<file path="config.mk">
export PLATFORM = sky130hd
export DESIGN_NAME = ps2_frame_receiver_flat
export DESIGN_NICKNAME = d
export VERILOG_FILES = /design/src/rtl/ps2_frame_receiver_if.sv /design/src/rtl/ps2_frame_receiver.sv /design/src/flat_wrapper.sv
export SDC_FILE = /design/constraint.sdc
export NUM_CORES = 1
export LEC_CHECK = 0
export CELL_PAD_IN_SITES_DETAIL_PLACEMENT = 1
export CELL_PAD_IN_SITES_GLOBAL_PLACEMENT = 1
export CORE_MARGIN = 3
export CORE_UTILIZATION = 25
export DETAILED_ROUTE_END_ITERATION = 12
export PLACE_DENSITY_LB_ADDON = 0.1
export SLEW_MARGIN = 20
export SYNTH_ARGS = -nofsm -noshare
export SYNTH_HDL_FRONTEND = slang
export SYNTH_SLANG_ARGS = --single-unit
</file>
<file path="constraint.sdc">
create_clock -name clk -period 4.4 [get_ports clk]
set_clock_uncertainty 0.15 [all_clocks]
set_input_delay 0.66 -clock clk [delete_from_list [all_inputs] [get_ports clk]]
set_output_delay 0.66 -clock clk [all_outputs]
set_load 0.05 [all_outputs]
</file>
<file path="src/rtl/ps2_frame_receiver_if.sv">
// Key-event bus between the PS/2 frame receiver and the keyboard scancode path.
// The receiver side takes the raw pad lines and the enable, and drives the event outputs.
interface ps2_frame_receiver_if;
  logic       ps2clk_in;
  logic       ps2data_in;
  logic       enable_rcv;
  logic       kb_interrupt;
  logic [7:0] scancode;
  logic       extended;
  logic       released;
  logic       frame_error;

  modport master (
    input  ps2clk_in, ps2data_in, enable_rcv,
    output kb_interrupt, scancode, extended, released, frame_error
  );

  modport slave (
    output ps2clk_in, ps2data_in, enable_rcv,
    input  kb_interrupt, scancode, extended, released, frame_error
  );
endinterface

</file>
<file path="src/rtl/ps2_frame_receiver.sv">
// PS/2 device-to-host frame receiver: synchronise and deglitch the pad lines, deserialise
// 11-bit frames, check parity/stop, fold E0/F0 prefixes into one key event per pulse.
module ps2_frame_receiver #(
  parameter int FILTER_LEN = 8,
  parameter int TIMEOUT    = 56000
) (
  input logic                   clk,
  input logic                   rst_n,
  ps2_frame_receiver_if.master  bus
);

  typedef enum logic [1:0] {IDLE, DATA, PARITY, STOP} state_t;

  localparam logic [15:0] TIMEOUT_CNT = TIMEOUT[15:0];

  logic [1:0]            clk_sync;
  logic [1:0]            data_sync;
  logic [FILTER_LEN-1:0] clk_samples;
  logic [FILTER_LEN-1:0] data_samples;
  logic                  clk_filt;
  logic                  data_filt;
  logic                  fall;

  state_t      state;
  logic [2:0]  bitcnt;
  logic [7:0]  shift;
  logic        parity_bit;
  logic        ext_pending;
  logic        rel_pending;
  logic [15:0] timer;

  // Filtered levels move only on a unanimous sample window; fall is raised in the
  // same cycle the filtered clock drops, so it lines up with the fresh filtered data.
  always_ff @(posedge clk or negedge rst_n) begin
    if (!rst_n) begin
      clk_sync     <= '1;
      data_sync    <= '1;
      clk_samples  <= '1;
      data_samples <= '1;
      clk_filt     <= 1'b1;
      data_filt    <= 1'b1;
      fall         <= 1'b0;
    end else begin
      clk_sync     <= {clk_sync[0], bus.ps2clk_in};
      data_sync    <= {data_sync[0], bus.ps2data_in};
      clk_samples  <= {clk_samples[FILTER_LEN-2:0], clk_sync[1]};
      data_samples <= {data_samples[FILTER_LEN-2:0], data_sync[1]};
      if (&clk_samples)
        clk_filt <= 1'b1;
      else if (~|clk_samples)
        clk_filt <= 1'b0;
      if (&data_samples)
        data_filt <= 1'b1;
      else if (~|data_samples)
        data_filt <= 1'b0;
      fall <= clk_filt & ~|clk_samples;
    end
  end

  // Frame FSM; disable beats an edge, and an edge beats the inactivity timeout.
  always_ff @(posedge clk or negedge rst_n) begin
    if (!rst_n) begin
      state            <= IDLE;
      bitcnt           <= 3'd0;
      shift            <= 8'h00;
      parity_bit       <= 1'b0;
      ext_pending      <= 1'b0;
      rel_pending      <= 1'b0;
      timer            <= 16'd0;
      bus.kb_interrupt <= 1'b0;
      bus.frame_error  <= 1'b0;
      bus.scancode     <= 8'h00;
      bus.extended     <= 1'b0;
      bus.released     <= 1'b0;
    end else begin
      bus.kb_interrupt <= 1'b0;
      bus.frame_error  <= 1'b0;
      if (!bus.enable_rcv) begin
        state       <= IDLE;
        timer       <= 16'd0;
        bitcnt      <= 3'd0;
        ext_pending <= 1'b0;
        rel_pending <= 1'b0;
      end else if (fall) begin
        timer <= 16'd0;
        case (state)
          IDLE: begin
            if (!data_filt) begin
              state  <= DATA;
              bitcnt <= 3'd0;
            end
          end
          DATA: begin
            shift  <= {data_filt, shift[7:1]};
            bitcnt <= bitcnt + 3'd1;
            if (bitcnt == 3'd7)
              state <= PARITY;
          end
          PARITY: begin
            parity_bit <= data_filt;
            state      <= STOP;
          end
          STOP: begin
            state <= IDLE;
            if (data_filt && (^{shift, parity_bit})) begin
              if (shift == 8'hE0) begin
                ext_pending <= 1'b1;
              end else if (shift == 8'hF0) begin
                rel_pending <= 1'b1;
              end else begin
                bus.scancode     <= shift;
                bus.extended     <= ext_pending;
                bus.released     <= rel_pending;
                bus.kb_interrupt <= 1'b1;
                ext_pending      <= 1'b0;
                rel_pending      <= 1'b0;
              end
            end else begin
              bus.frame_error <= 1'b1;
              ext_pending     <= 1'b0;
              rel_pending     <= 1'b0;
            end
          end
          default: state <= IDLE;
        endcase
      end else if (state != IDLE) begin
        if (timer == TIMEOUT_CNT) begin
          bus.frame_error <= 1'b1;
          ext_pending     <= 1'b0;
          rel_pending     <= 1'b0;
          state           <= IDLE;
          timer           <= 16'd0;
        end else begin
          timer <= timer + 16'd1;
        end
      end else begin
        timer <= 16'd0;
      end
    end
  end

endmodule

</file>
<file path="src/flat_wrapper.sv">
// flat-port wrapper written by rule: the top's interface ports become plain ports
module ps2_frame_receiver_flat 
#(
  parameter int FILTER_LEN = 8,
  parameter int TIMEOUT    = 56000
)
  (clk, rst_n, bus_ps2clk_in, bus_ps2data_in, bus_enable_rcv, bus_kb_interrupt, bus_scancode, bus_extended, bus_released, bus_frame_error);
  ps2_frame_receiver_if bus_i ();
  input logic clk;
  input logic rst_n;
  input wire logic [$bits(bus_i.ps2clk_in)-1:0] bus_ps2clk_in;
  input wire logic [$bits(bus_i.ps2data_in)-1:0] bus_ps2data_in;
  input wire logic [$bits(bus_i.enable_rcv)-1:0] bus_enable_rcv;
  output wire logic [$bits(bus_i.kb_interrupt)-1:0] bus_kb_interrupt;
  output wire logic [$bits(bus_i.scancode)-1:0] bus_scancode;
  output wire logic [$bits(bus_i.extended)-1:0] bus_extended;
  output wire logic [$bits(bus_i.released)-1:0] bus_released;
  output wire logic [$bits(bus_i.frame_error)-1:0] bus_frame_error;
  assign bus_i.ps2clk_in = bus_ps2clk_in;
  assign bus_i.ps2data_in = bus_ps2data_in;
  assign bus_i.enable_rcv = bus_enable_rcv;
  assign bus_kb_interrupt = bus_i.kb_interrupt;
  assign bus_scancode = bus_i.scancode;
  assign bus_extended = bus_i.extended;
  assign bus_released = bus_i.released;
  assign bus_frame_error = bus_i.frame_error;
  ps2_frame_receiver #(.FILTER_LEN(FILTER_LEN), .TIMEOUT(TIMEOUT)) u_core (.clk(clk), .rst_n(rst_n), .bus(bus_i));
endmodule
</file>
# Yosys cells after proc, flatten, opt, wreduce, memory -nomap -nowiden
# Cells that the tools add are included.
# Widths: inputs -> output; s select.
dict set report op_classes {
  n_reduce_logical 16
  add_sub_neg 2
  bitwise_logic 3
  eq_ne 19
  muxes 45
}
# cell n
set op_table {}
lappend op_table {{$mux 16} 4}
lappend op_table {{$mux 1} 30}
lappend op_table {{$add 16x1->16 const B} 1}
lappend op_table {{$eq 16x16->1 const B} 1}
lappend op_table {{$eq 8x8->1 const B} 2}
lappend op_table {{$reduce_and 8->1} 2}
lappend op_table {{$reduce_or 8->1} 2}
lappend op_table {{$mux 2} 6}
lappend op_table {{$ne 4x4->1 const B} 3}
lappend op_table {{$reduce_and 4->1} 3}
lappend op_table {{$mux 3} 3}
lappend op_table {{$ne 3x1->1 const B} 3}
lappend op_table {{$reduce_and 3->1} 3}
lappend op_table {{$reduce_xor 9->1} 1}
lappend op_table {{$pmux 2 s4} 1}
lappend op_table {{$ne 2x1->1 const B} 3}
lappend op_table {{$ne 3x3->1 const B} 2}
lappend op_table {{$pmux 3 s2} 1}
lappend op_table {{$reduce_and 6->1} 1}
lappend op_table {{$ne 5x5->1 const B} 1}
lappend op_table {{$eq 2x2->1 const B} 2}
lappend op_table {{$add 3x1->3 const B} 1}
lappend op_table {{$eq 3x3->1 const B} 1}
lappend op_table {{$eq 2x1->1 const B} 1}
lappend op_table {{6 further kinds} 7}
dict set report word_totals {
  output_inout_bits 12
  wordCells 104
  input_bits 5
  regBits 67
}

# Logic depth before layout (Yosys ltp)
dict set report logic_depth {
  ltp_word 7
  ltp_mapped 8
  mapped_depth_nobuf 8
}

# Worst setup path before layout
# Ideal clock, no wire load.
dict set report synth_path {
  kind {reg-to-reg}
  from {register u_core.shift[5]}
  to {register u_core.bus.extended}
  period_less_slack_ps 2278
  n_path_buf 0
  setup_ps 125
  path_stages_with_launch 7
  t_required_ps 4125
  arrival_time_ps 2003
  setup_slack_ps 2122
  cell_sequence {dfrtp_1 > xor2_1 > xnor3_2 > xnor2_1 > and4_1 > a21oi_4 > mux2_2}
}
dict set report synth_via {
  elab_chain_cells 3
  word_cells_on_any_way 7
  classes_between {eq/ne: 2; bitwise: 2; reduce/logical: 3}
}
# element line
set synth_lines {}
lappend synth_lines {{start, declared} ps2_frame_receiver.sv:26} ;# logic [7:0] shift;
lappend synth_lines {{start signal, assigned} ps2_frame_receiver.sv:94} ;# shift <= {data_filt, shift[7:1]};
lappend synth_lines {{$eq 8x8->1 (tied with other cells)} ps2_frame_receiver.sv:106} ;# if (shift == 8'hE0) begin
lappend synth_lines {{$not 1->1 (no source line) or $logic_and 1x1->1 (tied branches)} n/a}
lappend synth_lines {{$reduce_and 6->1 (no source line) *} n/a}
lappend synth_lines {{end signal, assigned} ps2_frame_receiver.sv:112} ;# bus.extended <= ext_pending;
lappend synth_lines {{end, declared} ps2_frame_receiver_if.sv:15} ;# output kb_interrupt, scancode, extended, released, frame_error
# Every way passes the cells marked *; elsewhere a longest branch is shown, timed or not.
# A chain may end at the register's enable or synchronous reset.

# Worst setup path after layout
dict set report layout_path {
  from {input bus_enable_rcv}
  to {register u_core.bus.scancode[4]}
}
dict set report layout_via {
  elab_chain_cells 1
}
# element line
set layout_lines {}
lappend layout_lines {{start, declared} flat_wrapper.sv:13} ;# input wire logic [$bits(bus_i.enable_rcv)-1:0] bus_enable_rcv;
lappend layout_lines {{$reduce_and 6->1 (no source line)} n/a}
lappend layout_lines {{end signal, assigned} ps2_frame_receiver.sv:111} ;# bus.scancode <= shift;
lappend layout_lines {{end, declared} ps2_frame_receiver_if.sv:15}
# Every way passes these cells.

==> results.toml <==
[timing]
hold_slack_ps = 189
max_freq_mhz = 393
rsz0062_at_grt = "false"
setup_tns_ps = 0
hold_viol = 0
worst_pin_slew_ps = 788
setup_viol = 0
min_period_ps = 2550
finalCritPeriodShare_pct = 57.8
slew_headroom_pct = 46.8
finalMaxSlewViolations = 0

[route]
dr_wl_met3_um = 182
antenna_left = 0
routedWlPerCell_um = 13.9
drc_errors = 0
drt-total-wl_mm = 5.62
dr.pass1.iters = 3
met2_wirelength_mm = 2.56
drt-vias-per-instance = 4.51
dr_total_vias = 1824
met1_length_mm = 2.81
highest_layer = "met4"
initialDrtViolationCount = 104

[synth]
syn_nets = 249
synthFlopType = "dfrtp_1"
ys_warn_count = 0
synth-seq-cells = 67
synth_top_area_share_pct = 39.6
async_flop_share_pct = 100
synth.distinct_cells = 37
synth_cells = 236
syn_area_sq_um = 2840
synth_top_area_cell = "dfrtp_1"
yosys-top-cells-area = "dfrtp_1 40%, dfstp_2 20%, mux2_2 6.7%"
ys_seq_area_share_pct = 59.9
synth_edf_count = 0
syn_area_per_cell_sq_um = 12.0

[worst_setup_path]
crit_chain = "clkdlybuf4s50_1 -> and3_1 -> and4_1 -> a21oi_4 -> mux2_2"
critPathRequiredTime_ps = 4460
rrSetupSlack_ps = 1900
crit_buf_inv = 1
r2r-start = "u_core.shift[4]"
slowest_stage = "clkdlybuf4s50_1"
reg2reg_to = "u_core.bus.scancode[4]"
cp_max_fo = 15
arrival_ps = 2600
cp-start-kind = "input pin"
ff2ff_path_depth = 6
cp-end-kind = "flip-flop"
critical_path_class = "input pin to flip-flop"
slowest_delay_ps = 670
critPathTopFamily = "buffers and inverters"

[grt]
grt_pass1_vias = 1837
grt_pass1_wl_mm = 9.77
antenna_found_initial = 0
grt_max_degree = 43
grtUsageTotal_pct = 9.72
grt-ovfl-total = 0

[clock_tree]
cts_sinks = 67
insertion_delay_ps = 330
cts_tree = "done"
htreeDepth = 3
cts.reportedPaths.clkPinSlew_ps = 60
cts_resized = 0
cts_buffer_depth = 2
cts-buffers-inserted = 9
post_cts.repair.setup_buffers = 0
hold_buffers = 0
cts_root_buffer = "clkbuf_16"

[die]
fp.coreArea_sq_um = 11000
ios = 17
chipWidth_um = 113
die_h_um = 113
dieArea_sq_um = 12700
rows = 38
initial_utilization_pct = 25.9

[power]
power_density_nw_per_um2 = 394
p_leak_nw = 1.49
ir_worst_vdd_mv = 0.125

[final_layout]
fin_util_pct = 31.5
nets = 272
area_delta_synth_final_pct = 21.5
n_antenna_cell = 0
final_cell_mix = "45 x dfrtp_1, 24 x nor2_1, 22 x dfstp_2, 20 x nand2_1, 17 x mux2_2"
final_common_cell = "dfrtp_1"
final_layout_size_suffix_gt1_share_pct = 23.1

[placement]
port_buffers = 16
dpl.hpwl_mm = 3.86
gp_congestion = 0.676

[run_status]
status = "finished, final reports clean"

[worst_hold_path]
hold_class = "input pin to asynchronous set/reset pin"

[flow_run]
cap_viol_max_count = 0
per-stage QoR:
step                area (sq um)  power [mW]  setup slack [ps]  std cells
finish                      3450        1.36              1850        404
detailed placement          3160       0.677              1480        388
global placement            3160       0.676              1530        388
floorplan                   2840       0.656              2120        236
CTS                         3450        1.39              1820        404
global route                3450        1.43              1700        404
final cells by class:
| class | count | area, sq um |
|---|---|---|
| Timing Repair Buffer | 17 | 163 |
| Tap cell | 140 | 175 |
| Clock inverter | 6 | 43.8 |
| Clock buffer | 10 | 250 |
| Multi-Input combinational cell | 157 | 1090 |
| Sequential cell | 67 | 1700 |
| Fill cell | 1202 | 7530 |
| Inverter | 7 | 26.3 |
cell usage after synthesis (3+ instances only):
cell type	number
dfrtp_1	45
nor2_1	24
dfstp_2	22
nand2_1	20
mux2_2	17
nand3_1	13
xor2_1	10
xnor2_1	9
a21oi_1	8
ha_1	8
nand4_1	8
inv_1	7
o21ai_0	6
and3_1	5
clkbuf_1	4
nor4_1	3
worst max path at each step:
| stage | endpoint | from | cells after the start | slack, ps |
|---|---|---|---|---|
| final | u_core.bus.scancode[4] | bus_enable_rcv | 5 | 1850 |
| after global routing | u_core.bus.scancode[4] | bus_enable_rcv | 5 | 1700 |
| after CTS | u_core.bus.scancode[4] | bus_enable_rcv | 5 | 1820 |
| after detailed placement | u_core.bus.scancode[4] | bus_enable_rcv | 5 | 1480 |
| after global placement | u_core.bus.extended | bus_enable_rcv | 5 | 1530 |
| after floorplan | u_core.bus.extended | u_core.shift[5] | 6 | 2120 |
cell families (layout without fill, tap and decap cells):
kind of cell | count (synthesis) | in the layout | share of synthesized area [%]
mux | 19 | 19 | 7.44
compound gates | 24 | 24 | 5.59
simple gates | 86 | 86 | 15.2
xor+xnor | 20 | 20 | 6.69
flops | 67 | 67 | 59.9
buf+inv | 12 | 40 | 1.63
fa+ha+maj | 8 | 8 | 3.52
per-layer routing:
| layer | up-vias | global-route usage (%) |
|---|---|---|
| li1 | 868 | - |
| met1 | 931 | 13.5 |
| met2 | 19 | 14.1 |
| met3 | 6 | 2.86 |
| met4 | 0 | 4.09 |
| met5 | - | 0 |
state kept, by name, summed over array words and instances (netlist names):
name                     flops
u_core.bus.frame_error       1
u_core.data_sync             2
u_core.ext_pending           1
u_core.parity_bit            1
u_core.clk_sync              2
u_core.fall                  1
u_core.bus.scancode          8
u_core.clk_filt              1
u_core.bus.kb_interrupt      1
u_core.rel_pending           1
u_core.data_filt             1
u_core.state                 2
u_core.bus.released          1
u_core.shift                 8
u_core.data_samples          8
u_core.timer                16
u_core.clk_samples           8
u_core.bitcnt                3
u_core.bus.extended          1
report_power, final:
group / internal [mW] / leakage (nW) / switching (mW)
registers: 0.636 / 0.859 / 0.00714
logic: 0.00528 / 0.484 / 0.0162
clock network: 0.420 / 0.149 / 0.278
total: 1.06 / 1.49 / 0.301
worst reg2reg max path, cell delays in order (launching register included):
cell     delay [ps]
dfrtp_1         430
xnor2_1         250
xnor3_2         430
xnor2_1         180
and4_1          240
a21oi_4         310
mux2_2          390
No activity file was read; power rests on OpenSTA's default activity.
